`src/rtl/alu_ctrl_seq.sv`:
```
// ALU control decoder with registered output, valid/ready handshake and multi-cycle MUL.
// Optional feature macro: ALUCTRL_ILLEGAL_TRAP_EN (undefined encodings trap as all-ones).
module alu_ctrl_seq #(
  parameter int FUNCT_W    = 4,
  parameter int OPC_W      = 4,
  parameter int CTRL_W     = 4,
  parameter int MUL_CYCLES = 4
) (
  input  logic              clk,
  input  logic              rst_n,
  input  logic              in_valid,
  output logic              in_ready,
  input  logic [1:0]        alu_op,
  input  logic [FUNCT_W-1:0] funct,
  input  logic [OPC_W-1:0]  opcode,
  output logic              out_valid,
  input  logic              out_ready,
  output logic [CTRL_W-1:0] alu_ctrl,
  output logic              busy,
  output logic              illegal
);

  localparam int CNT_W = (MUL_CYCLES > 1) ? $clog2(MUL_CYCLES) : 1;

  typedef enum logic [1:0] {
    IDLE = 2'd0,
    BUSY = 2'd1,
    DONE = 2'd2
  } state_e;

  state_e            state_q, state_d;
  logic [CNT_W-1:0]  cnt_q, cnt_d;
  logic [CTRL_W-1:0] ctrl_q, ctrl_d;
  logic              ill_q, ill_d;
  logic [1:0]        sync_q;
  logic              run;
  logic              accept;
  logic [CTRL_W-1:0] dec_ctrl;
  logic              dec_ill;
  logic              dec_mul;

  always_ff @(posedge clk or negedge rst_n) begin
    if (!rst_n) sync_q <= 2'b00;
    else        sync_q <= {sync_q[0], 1'b1};
  end

  assign run = sync_q[1];

  always_comb begin
    dec_ctrl = CTRL_W'(4'b0010);
    dec_ill  = 1'b0;
    dec_mul  = 1'b0;
    unique case (1'b1)
      alu_op == 2'b00: dec_ctrl = CTRL_W'(4'b0010);
      alu_op == 2'b01: dec_ctrl = CTRL_W'(4'b1010);
      alu_op == 2'b10: begin
        unique case (1'b1)
          funct == FUNCT_W'(4'b0010): dec_ctrl = CTRL_W'(4'b0010);
          funct == FUNCT_W'(4'b0011): dec_ctrl = CTRL_W'(4'b1010);
          funct == FUNCT_W'(4'b0000): dec_ctrl = CTRL_W'(4'b0000);
          funct == FUNCT_W'(4'b0001): dec_ctrl = CTRL_W'(4'b0001);
          funct == FUNCT_W'(4'b0100): dec_ctrl = CTRL_W'(4'b0011);
          funct == FUNCT_W'(4'b0111): dec_ctrl = CTRL_W'(4'b0110);
          default: begin
`ifdef ALUCTRL_ILLEGAL_TRAP_EN
            dec_ctrl = '1;
            dec_ill  = 1'b1;
`else
            dec_ctrl = CTRL_W'(4'b0010);
`endif
          end
        endcase
      end
      default: begin
        unique case (1'b1)
          opcode == OPC_W'(4'b0001): dec_ctrl = CTRL_W'(4'b0010);
          opcode == OPC_W'(4'b0110): begin
            dec_ctrl = CTRL_W'(4'b0101);
            dec_mul  = 1'b1;
          end
          default: begin
`ifdef ALUCTRL_ILLEGAL_TRAP_EN
            dec_ctrl = '1;
            dec_ill  = 1'b1;
`else
            dec_ctrl = CTRL_W'(4'b0010);
`endif
          end
        endcase
      end
    endcase
  end

  // Busy window is MUL_CYCLES-1 cycles so DONE lands MUL_CYCLES edges after accept.
  always_comb begin
    state_d  = state_q;
    cnt_d    = cnt_q;
    ctrl_d   = ctrl_q;
    ill_d    = ill_q;
    in_ready = run & ((state_q == IDLE) | ((state_q == DONE) & out_ready));
    accept   = in_valid & in_ready;
    unique case (state_q)
      IDLE: ;
      BUSY: begin
        if (cnt_q <= CNT_W'(1)) begin
          state_d = DONE;
          cnt_d   = '0;
        end else begin
          cnt_d = cnt_q - CNT_W'(1);
        end
      end
      DONE: if (out_ready) state_d = IDLE;
      default: state_d = IDLE;
    endcase
    if (accept) begin
      ctrl_d = dec_ctrl;
      ill_d  = dec_ill;
      if (dec_mul && (MUL_CYCLES > 1)) begin
        state_d = BUSY;
        cnt_d   = CNT_W'(MUL_CYCLES - 1);
      end else begin
        state_d = DONE;
        cnt_d   = '0;
      end
    end
  end

  always_ff @(posedge clk or negedge rst_n) begin
    if (!rst_n) begin
      state_q <= IDLE;
      cnt_q   <= '0;
      ctrl_q  <= '0;
      ill_q   <= 1'b0;
    end else begin
      state_q <= state_d;
      cnt_q   <= cnt_d;
      ctrl_q  <= ctrl_d;
      ill_q   <= ill_d;
    end
  end

  assign out_valid = (state_q == DONE);
  assign busy      = (state_q == BUSY);
  assign alu_ctrl  = ctrl_q;
  assign illegal   = ill_q;

endmodule

```
`config.mk`:
```
export PLATFORM = sky130hd
export DESIGN_NAME = alu_ctrl_seq
export DESIGN_NICKNAME = d
export VERILOG_FILES = /design/src/rtl/alu_ctrl_seq.sv
export SDC_FILE = /design/constraint.sdc
export NUM_CORES = 1
export LEC_CHECK = 0
export ABC_CLOCK_PERIOD_IN_PS = 1900
export CAP_MARGIN = 15
export CORE_UTILIZATION = 40
export DETAILED_ROUTE_END_ITERATION = 16
export GPL_TIMING_DRIVEN = 0
export PLACE_DENSITY = 0.76
export SETUP_SLACK_MARGIN = 0.5
export SKIP_LAST_GASP = 1
export SLEW_MARGIN = 0
export SYNTH_ARGS = -nofsm -noshare
export SYNTH_HDL_FRONTEND = slang
export SYNTH_SLANG_ARGS = --single-unit
```
`constraint.sdc`:
```
create_clock -name clk -period 1.9 [get_ports clk]
set_input_delay 0.285 -clock clk [delete_from_list [all_inputs] [get_ports clk]]
set_output_delay 0.285 -clock clk [all_outputs]
set_load 0.01 [all_outputs]
```
# ---- Word level (Yosys, flattened, before mapping)
# Cells that the tools add are included.
dict set report classes {
  n_mux 14
  n_bitwise 4
  n_reduce_logical 6
  multipliers 0
  div_mod_pow 0
  order_cmp 1
  n_eq_ne 12
  shift 0
  addsub 1
}
# op n
set ops {}
lappend ops {{4-bit one-hot mux with 5 select lines} 1}
lappend ops {{2-bit 2-to-1 mux} 8}
lappend ops {{4-bit by 3-bit == test with 1-bit output, second input constant} 3}
lappend ops {{4-bit one-hot mux with 3 select lines} 1}
lappend ops {{3-bit by 1-bit inequality test with 1-bit output, second input constant} 2}
lappend ops {{2-bit one-hot mux with 3 select lines} 1}
lappend ops {{2-bit by 1-bit == test with 1-bit output, second input constant} 2}
lappend ops {{2-bit == test, second input constant} 2}
lappend ops {{4-bit by 1-bit == test with 1-bit output, second input constant} 1}
lappend ops {{4-bit by 2-bit == test with 1-bit output, second input constant} 1}
lappend ops {{2-bit zero test} 2}
lappend ops {{4-bit zero test} 1}
lappend ops {{1-bit AND} 3}
lappend ops {{3-bit 2-to-1 mux} 1}
lappend ops {{3-bit AND reduction} 1}
lappend ops {{3-bit OR reduction} 1}
lappend ops {{2-bit by 1-bit <= comparator with 1-bit output, second input constant} 1}
lappend ops {{1-bit 2-to-1 mux} 2}
lappend ops {{2-bit inequality test, second input constant} 1}
lappend ops {{2-bit nonzero test} 1}
lappend ops {{2-bit by 1-bit subtractor with 2-bit output, second input constant} 1}
lappend ops {{1-bit OR} 1}
dict set report totals {
  mem_bits_rw 0
  n_memories 0
  out_inout_bits 8
  elab_cells 42
  rom_bits 0
  ff_bits 10
  input_bits 14
  latchBits 0
}

# ---- Logic depth before layout (Yosys ltp)
# Gate-level depths: netlist of run 1.
dict set report logic_depth {
  word_depth 7
  ltp_mapped 4
  depth_no_buf 4
}

# ---- Least setup slack after synthesis of run 1
# No wires, ideal clock.
dict set report synth_timing {
  kind {register to register}
  from {register state_q[0]}
  to {register ctrl_q[0] (netlist: alu_ctrl[0])}
  arrival_ns 1.178
  path_stages_with_launch 5
  n_path_buf 1
  t_required_ns 1.773
  period_less_slack_ns 1.305
  setup_ns 0.127
  slack_ns 0.595
  path_cell_list {dfrtp_1 -> nor2b_1 -> and3_1 -> buf_2 -> mux2_1}
}
dict set report synth_between {
  elab_chain_cells 5
  elab_cells_between_ends 6
  cone_classes {1 x eq/ne; 4 x bitwise; 1 x reduce/logical}
}
# item line_no
set synth_rtl {}
lappend synth_rtl {{start: declaration} 31} ;# state_e state_q, state_d;
lappend synth_rtl {{start signal: assignment} 135} ;# state_q <= state_d;
lappend synth_rtl {{2-bit == test} 100} ;# in_ready = run & ((state_q == IDLE) | ((state_q == DONE) & out_ready));
lappend synth_rtl {{1-bit AND} 100}
lappend synth_rtl {{1-bit OR *} 100}
lappend synth_rtl {{1-bit AND *} 100}
lappend synth_rtl {{1-bit AND *} 101} ;# accept = in_valid & in_ready;
lappend synth_rtl {{end signal: assignment} 137} ;# ctrl_q <= ctrl_d;
lappend synth_rtl {{end: declaration} 33} ;# logic [CTRL_W-1:0] ctrl_q, ctrl_d;
# Mark *: on every way between the ends. The rest lies on a longest branch, timed or not.
# A chain may end at the register's enable or synchronous reset.

# ---- Worst setup path after layout of run 1
dict set report layout_timing {
  from {register state_q[0]}
  to {output port in_ready}
}
dict set report layout_between {
  elab_chain_cells 4
  elab_cells_between_ends 5
  cone_classes {1 x eq/ne; 3 x bitwise; 1 x reduce/logical}
}
# item line_no
set layout_rtl {}
lappend layout_rtl {{2-bit == test} 100}
lappend layout_rtl {{1-bit AND} 100}
lappend layout_rtl {{1-bit OR *} 100}
lappend layout_rtl {{1-bit AND *} 100}
lappend layout_rtl {{end: declaration} 12} ;# output logic in_ready,
# Marks and branches as above.

==> flow_summary.toml, run 1 <==
[run_status]
status = "finished clean"

[setup_path]
crit_path_end_kind = "output pin"
critPathTopFamily = "flip-flops"
timing.critical_path.from_type = "flip-flop"
cp.required_ns = 1.62
worstReg2RegEnd = "alu_ctrl[3]$_DFFE_PN0P_"
crit_type = "reg2out"
endpoint = "in_ready"
path_buf_inv = 2
critical_path.slowest_cell = "dfrtp_1"
path_max_fanout = 4
worstPathArrival_ns = 1.18
r2r_setup_slack_ns = 0.45
startpoint = "state_q[0]$_DFFE_PN0P_"
regToRegStartpoint = "state_q[0]$_DFFE_PN0P_"
reg2reg_depth = 5
slowest_delay_ns = 0.41
crit_cells = 4
worstPathCellList = "buf_6 -> nor2b_4 -> and2_1 -> buf_2"

[power]
switchingPower_mw = 0.129
max-vdd-ir-drop_mv = 0.368
p_per_area_nw_per_um2 = 641
swShare = 0.239
p_int_mw = 0.410
p_seq_frac = 0.435
p_leak_nw = 0.435
p_clk_frac = 0.353
p_comb_frac = 0.212

[synth]
synth_area_leaders = "dfrtp_1, mux2i_1, mux2_1"
yosysSeqAreaShare = 0.477
netlist_area_um2 = 524
synthDistinctLibCells = 28
syn_nets = 63
yosysWarnings = 0
syn_area_per_cell_um2 = 10.7
synth_seq_cells = 10
yosysTopAreaCell = "dfrtp_1"
netlist.area_leader.share = 0.477
synthCells = 49

[cts]
cts_max_level = 1
cts_sinks = 10
cts_inserted_buffers = 3
clock_latency_ns = 0.27
cts_buffer_depth = 2
root_buffer = "clkbuf_4"
cts_tree = "yes"
path_clk_slew_ns = 0.07

[cells_and_area]
multiInputGateArea_um2 = 282
drive_gt1_frac = 0.269
fin_util = 0.728
layout_common_cells = "clkdlybuf4s50_1, dfrtp_1, buf_4"
fin_nets = 93
num_antenna_cells = 0
final_common_cell = "clkdlybuf4s50_1"
fin_area_um2 = 842
fillerInstances = 85
seq_area_um2 = 250
area_growth_syn_to_layout_pct = 60.6

[detailed_routing]
drt-pass1-iter-count = 4
drt_wl_total_um = 1340
final_antenna_net_count = 0
drtIter0Drc = 13
drc = 0
vias = 466
viasPerCell = 5.07
wl_per_cell_um = 14.5

[sta]
fin_tns_setup_ns = 0
setup_viol = 0
clock_skew_ns = 0.00692
fmax_ghz = 0.681
final_hold_viol_count = 0
rsz0062_at_grt = "true"
fin_crit_ns = 1.47
min_period_over_period = 0.773
maxSlewViolCount = 0
setup_ws_ns = 0.432

[global_route]
grt_max_degree = 11
grt_use_total = 0.231
antenna_found_initial = 0
first_global_vias = 466
grt_pass1_wl_um = 2140
grt_overflow_total = 0

[place]
post-place-ws_ns = 0.0593
dpl-instance-area_um2 = 742
hpwl_um = 858
gp_congestion = 0.772
portBuffers = 20

[floorplanning]
design.core.area_um2 = 1160
die_h_um = 38.2
start_util = 0.453
rows = 12
num_io_pins = 22
fp.dieW_um = 38.2
die-area_um2 = 1460

[job]
cap_violations = 0

[hold_path]
hp-class = "in2async"
## synth_stat cells, drive strengths merged
library cell	count
and3	1
inv	3
nand4bb	1
o22ai	3
nor4bb	1
mux2i	3
nor3b	1
nand4	1
or2	1
nor2b	3
a21oi	1
mux2	2
dfrtp	10
or4b	1
a21o	1
a41o	1
and2	1
a31oi	2
nand2b	2
o21ai	2
buf	2
nand3	1
nand2	2
xnor2	1
conb	2
## power groups by stage
stage | registers (mW) | clock network, mW | logic (mW)
finish | 0.235 | 0.190 | 0.115
global route | 0.236 | 0.203 | 0.124
CTS | 0.235 | 0.195 | 0.113
detailed placement | 0.239 | 0 | 0.111
global placement | 0.239 | 0 | 0.109
floorplan | 0.243 | 0 | 0.0402
## layer usage
| metal | global-route usage | share of wire |
|---|---|---|
| met1 | 0.249 | 0.43 |
| met2 | 0.386 | 0.52 |
| met3 | 0.0640 | 0.051 |
| met4 | 0.161 | 0.0075 |
| met5 | 0 | 0 |
## through the flow
stage | power, mW | std cells | hold WS (ns)
final | 0.539 | 92 | 0.321
after global routing | 0.563 | 92 | 0.354
after CTS | 0.543 | 91 | 0.328
after detailed placement | 0.350 | 83 | 0.338
after global placement | 0.347 | 83 | 0.333
after floorplan | 0.283 | 49 | -0.0106
## how the worst min path moves through the flow
stage                                          to  slack (ns)  depth (start not counted)
after global placement        sync_q[1]$_DFF_PN0_        0.33                          0
after floorplan           alu_ctrl[0]$_DFFE_PN0P_       -0.01                          0
after CTS                  state_q[1]$_DFFE_PN0P_        0.33                          1
after detailed placement      sync_q[1]$_DFF_PN0_        0.34                          0
after global routing          sync_q[1]$_DFF_PN0_        0.35                          0
final                      state_q[1]$_DFFE_PN0P_        0.32                          1
## timing repair
action	4_1_cts	5_1_grt
hold buffers	0	0
buffers inserted	4	1
gates resized for setup	24	3
setup endpoints to repair	10	6
pin swaps	1	2
## layout make-up
cell class	count	area share
clock buffers	4	0.0431
plain buffers	2	0.0223
well taps	14	0.0208
repair buffers	25	0.269
multi-input cells	34	0.334
flip-flops and latches	10	0.297
inverters	3	0.0134
## cells by family (layout without fill, tap and decap cells)
family                 count (synthesis)  in the layout  share of synthesized area
XOR/XNOR                               1              1                     0.0167
AND/OR/NAND/NOR                       16             16                      0.212
flip-flops                            10             10                      0.477
other                                  2              2                     0.0143
AO/OA/AOI/OAI                         10             10                      0.134
buffers and inverters                  5             34                     0.0453
multiplexers                           5              5                      0.100
## sequential cells by signal, indices dropped and copies added (netlist names)
name / cells
state_q: 2
sync_q: 2
alu_ctrl: 4
cnt_q: 2
Power figures use the tool's default switching activity.
==> run 2, diff against run 1 <==
--- a/config.mk
+++ b/config.mk
@@ -5,12 +5,13 @@
 export SDC_FILE = /design/constraint.sdc
 export NUM_CORES = 1
 export LEC_CHECK = 0
-export ABC_CLOCK_PERIOD_IN_PS = 1900
+export ABC_CLOCK_PERIOD_IN_PS = 1200
 export CAP_MARGIN = 15
-export CORE_UTILIZATION = 40
+export CORE_ASPECT_RATIO = 1.1
+export CORE_UTILIZATION = 36
 export DETAILED_ROUTE_END_ITERATION = 16
 export GPL_TIMING_DRIVEN = 0
-export PLACE_DENSITY = 0.76
+export PLACE_DENSITY = 0.72
 export SETUP_SLACK_MARGIN = 0.5
 export SKIP_LAST_GASP = 1
 export SLEW_MARGIN = 0
==> constraint.sdc (replaced) <==
create_clock -name clk -period 1.2 [get_ports clk]
set_input_delay 0.18 -clock clk [delete_from_list [all_inputs] [get_ports clk]]
set_output_delay 0.18 -clock clk [all_outputs]
set_load 0.01 [all_outputs]
==> run 2 against run 1 <==
- the flow now finishes with violations (negative setup slack)
- utilization down 3.0 points
- cell area is 13% higher
- non-clock buffer count rose by 9
- sequential share of layout area decreased by 3.4 points
- setup slack worse by 0.52 ns
- critical path depth unchanged
- worst hold slack lost 0.092 ns
- clock power is 52% higher
- sequential power increased by 59%
==> flow_summary.toml, run 2 (same netlist as run 1, synthesis figures left out) <==
[sta]
holdWs_ns = 0.229
fmax_ghz = 0.775
fin_tns_setup_ns = -0.337
clock_skew_ns = 0.00684
setup_viol = 6
min_period_over_period = 1.07
fin_crit_ns = 1.29
final_hold_viol_count = 0
maxSlewViolCount = 0
rsz0062_at_grt = "true"
setup_ws_ns = -0.0896

[detailed_routing]
viasPerCell = 4.86
drt-pass1-iter-count = 2
drc = 0
drt_wl_total_um = 1370
drtIter0Drc = 1
final_antenna_net_count = 0
wl_per_cell_um = 13.3
vias = 501

[cts]
cts_sinks = 10
cts_tree = "yes"
cts.hold.buffers_added = 0
clock_latency_ns = 0.26
root_buffer = "clkbuf_4"
cts_inserted_buffers = 3
path_clk_slew_ns = 0.06
cts_max_level = 1
cts_buffer_depth = 2

[setup_path]
worstPathCellList = "nor2b_4 -> and3_4 -> buf_6 -> mux2_4"
critPathTopFamily = "flip-flops"
crit_type = "reg2reg"
slowest_delay_ns = 0.44
path_max_fanout = 4
critical_path.slowest_cell = "dfrtp_2"
worstPathArrival_ns = 1.44
path_buf_inv = 1
crit_path_end_kind = "flip-flop"
cp.required_ns = 1.35
timing.critical_path.from_type = "flip-flop"

[floorplanning]
rows = 14
fp.dieW_um = 38.4
die-area_um2 = 1610
num_io_pins = 22
start_util = 0.384
design.core.area_um2 = 1370
die_h_um = 42.0

[run_status]
violations = "negative setup slack"
status = "complete, but fails checks"

[hold_path]
hp-class = "in2async"

[place]
post-place-ws_ns = -0.438
gp_congestion = 0.770
hpwl_um = 834
portBuffers = 20

[global_route]
antenna_found_initial = 0
met2_usage = 0.305
grt_use_total = 0.197
first_global_vias = 506
grt_overflow_total = 0
top_usage_layer = "met2"
grt_util_met1 = 0.260
grt_max_degree = 11
grt_util_met3 = 0.0532
grt_pass1_wl_um = 2160

[cells_and_area]
layout_common_cells = "buf_4, dfrtp_1, dlygate4sd2_1"
fin_nets = 102
drive_gt1_frac = 0.494
final_common_cell = "buf_4"
num_antenna_cells = 0
area_growth_syn_to_layout_pct = 82.1
largest_reg_flops = 4

[power]
p_per_area_nw_per_um2 = 920
max-vdd-ir-drop_mv = 0.627
total_power_mw = 0.878
p_leak_nw = 0.471

[job]
cap_violations = 0
-- run 2: cell types whose count changed in the layout (fill, tap and decap cells not counted), sizes merged --
cell           previous run  this run
dlygate4sd2               4         8
buf                      10        23
dlymetal6s2s              2         0
clkdlybuf4s50            11         5
-- run 2: final timing paths --
check	startpoint	to	slack, ns	cells past startpoint
max	state_q[0]$_DFFE_PN0P_	alu_ctrl[0]$_DFFE_PN0P_	-0.09	4
min	rst_n	alu_ctrl[1]$_DFFE_PN0P_	0.23	1
max reg2reg	state_q[0]$_DFFE_PN0P_	alu_ctrl[0]$_DFFE_PN0P_	-0.09	4
min reg2reg	sync_q[0]$_DFF_PN0_	sync_q[1]$_DFF_PN0_	0.36	0
max in group asynchronous	rst_n	state_q[0]$_DFFE_PN0P_	0.65	1
min in group clk	sync_q[0]$_DFF_PN0_	sync_q[1]$_DFF_PN0_	0.36	0
-- run 2: through the flow --
step | std cells | utilization | area, um2
final | 103 | 0.699 | 955
after global placement | 85 | 0.560 | 766
after global routing | 103 | 0.699 | 955
after detailed placement | 85 | 0.560 | 766
after floorplan | 49 | - | 546
after CTS | 99 | 0.656 | 896
-- run 2: power by group --
group	internal (mW)	total, mW	switching (mW)	leakage [nW]
clock	0.184	0.289	0.105	0.0210
combinational	0.128	0.215	0.0869	0.327
sequential	0.360	0.374	0.0138	0.124
-- run 2: timing repair --
| item | in CTS | in global routing |
|---|---|---|
| pin swaps | 8 | 0 |
| setup buffers | 10 | 4 |
| resized for setup | 47 | 7 |
| endpoints found under the setup margin | 15 | 15 |
-- run 2: layer usage --
layer	wire length, um	up-vias
li1	-	248
met1	598	244
met2	720	7
met3	36	2
met4	10	0
met5	0	-
-- run 2: layout make-up --
class                   instances  area, um2
fillers                       113        412
well taps                      16       20.0
multi-input cells              34        333
clock buffers                   4       36.3
repair buffers                 34        282
inverters                       3       13.8
flip-flops and latches         10        251
plain buffers                   2       18.8
==> run 3, diff against run 2 <==
--- a/config.mk
+++ b/config.mk
@@ -14,7 +14,7 @@
 export PLACE_DENSITY = 0.72
 export SETUP_SLACK_MARGIN = 0.5
 export SKIP_LAST_GASP = 1
-export SLEW_MARGIN = 0
+export SLEW_MARGIN = 30
 export SYNTH_ARGS = -nofsm -noshare
 export SYNTH_HDL_FRONTEND = slang
 export SYNTH_SLANG_ARGS = --single-unit
==> results of run 3 <==
No change in the layout: final DEF, timing and power equal those of run 2.
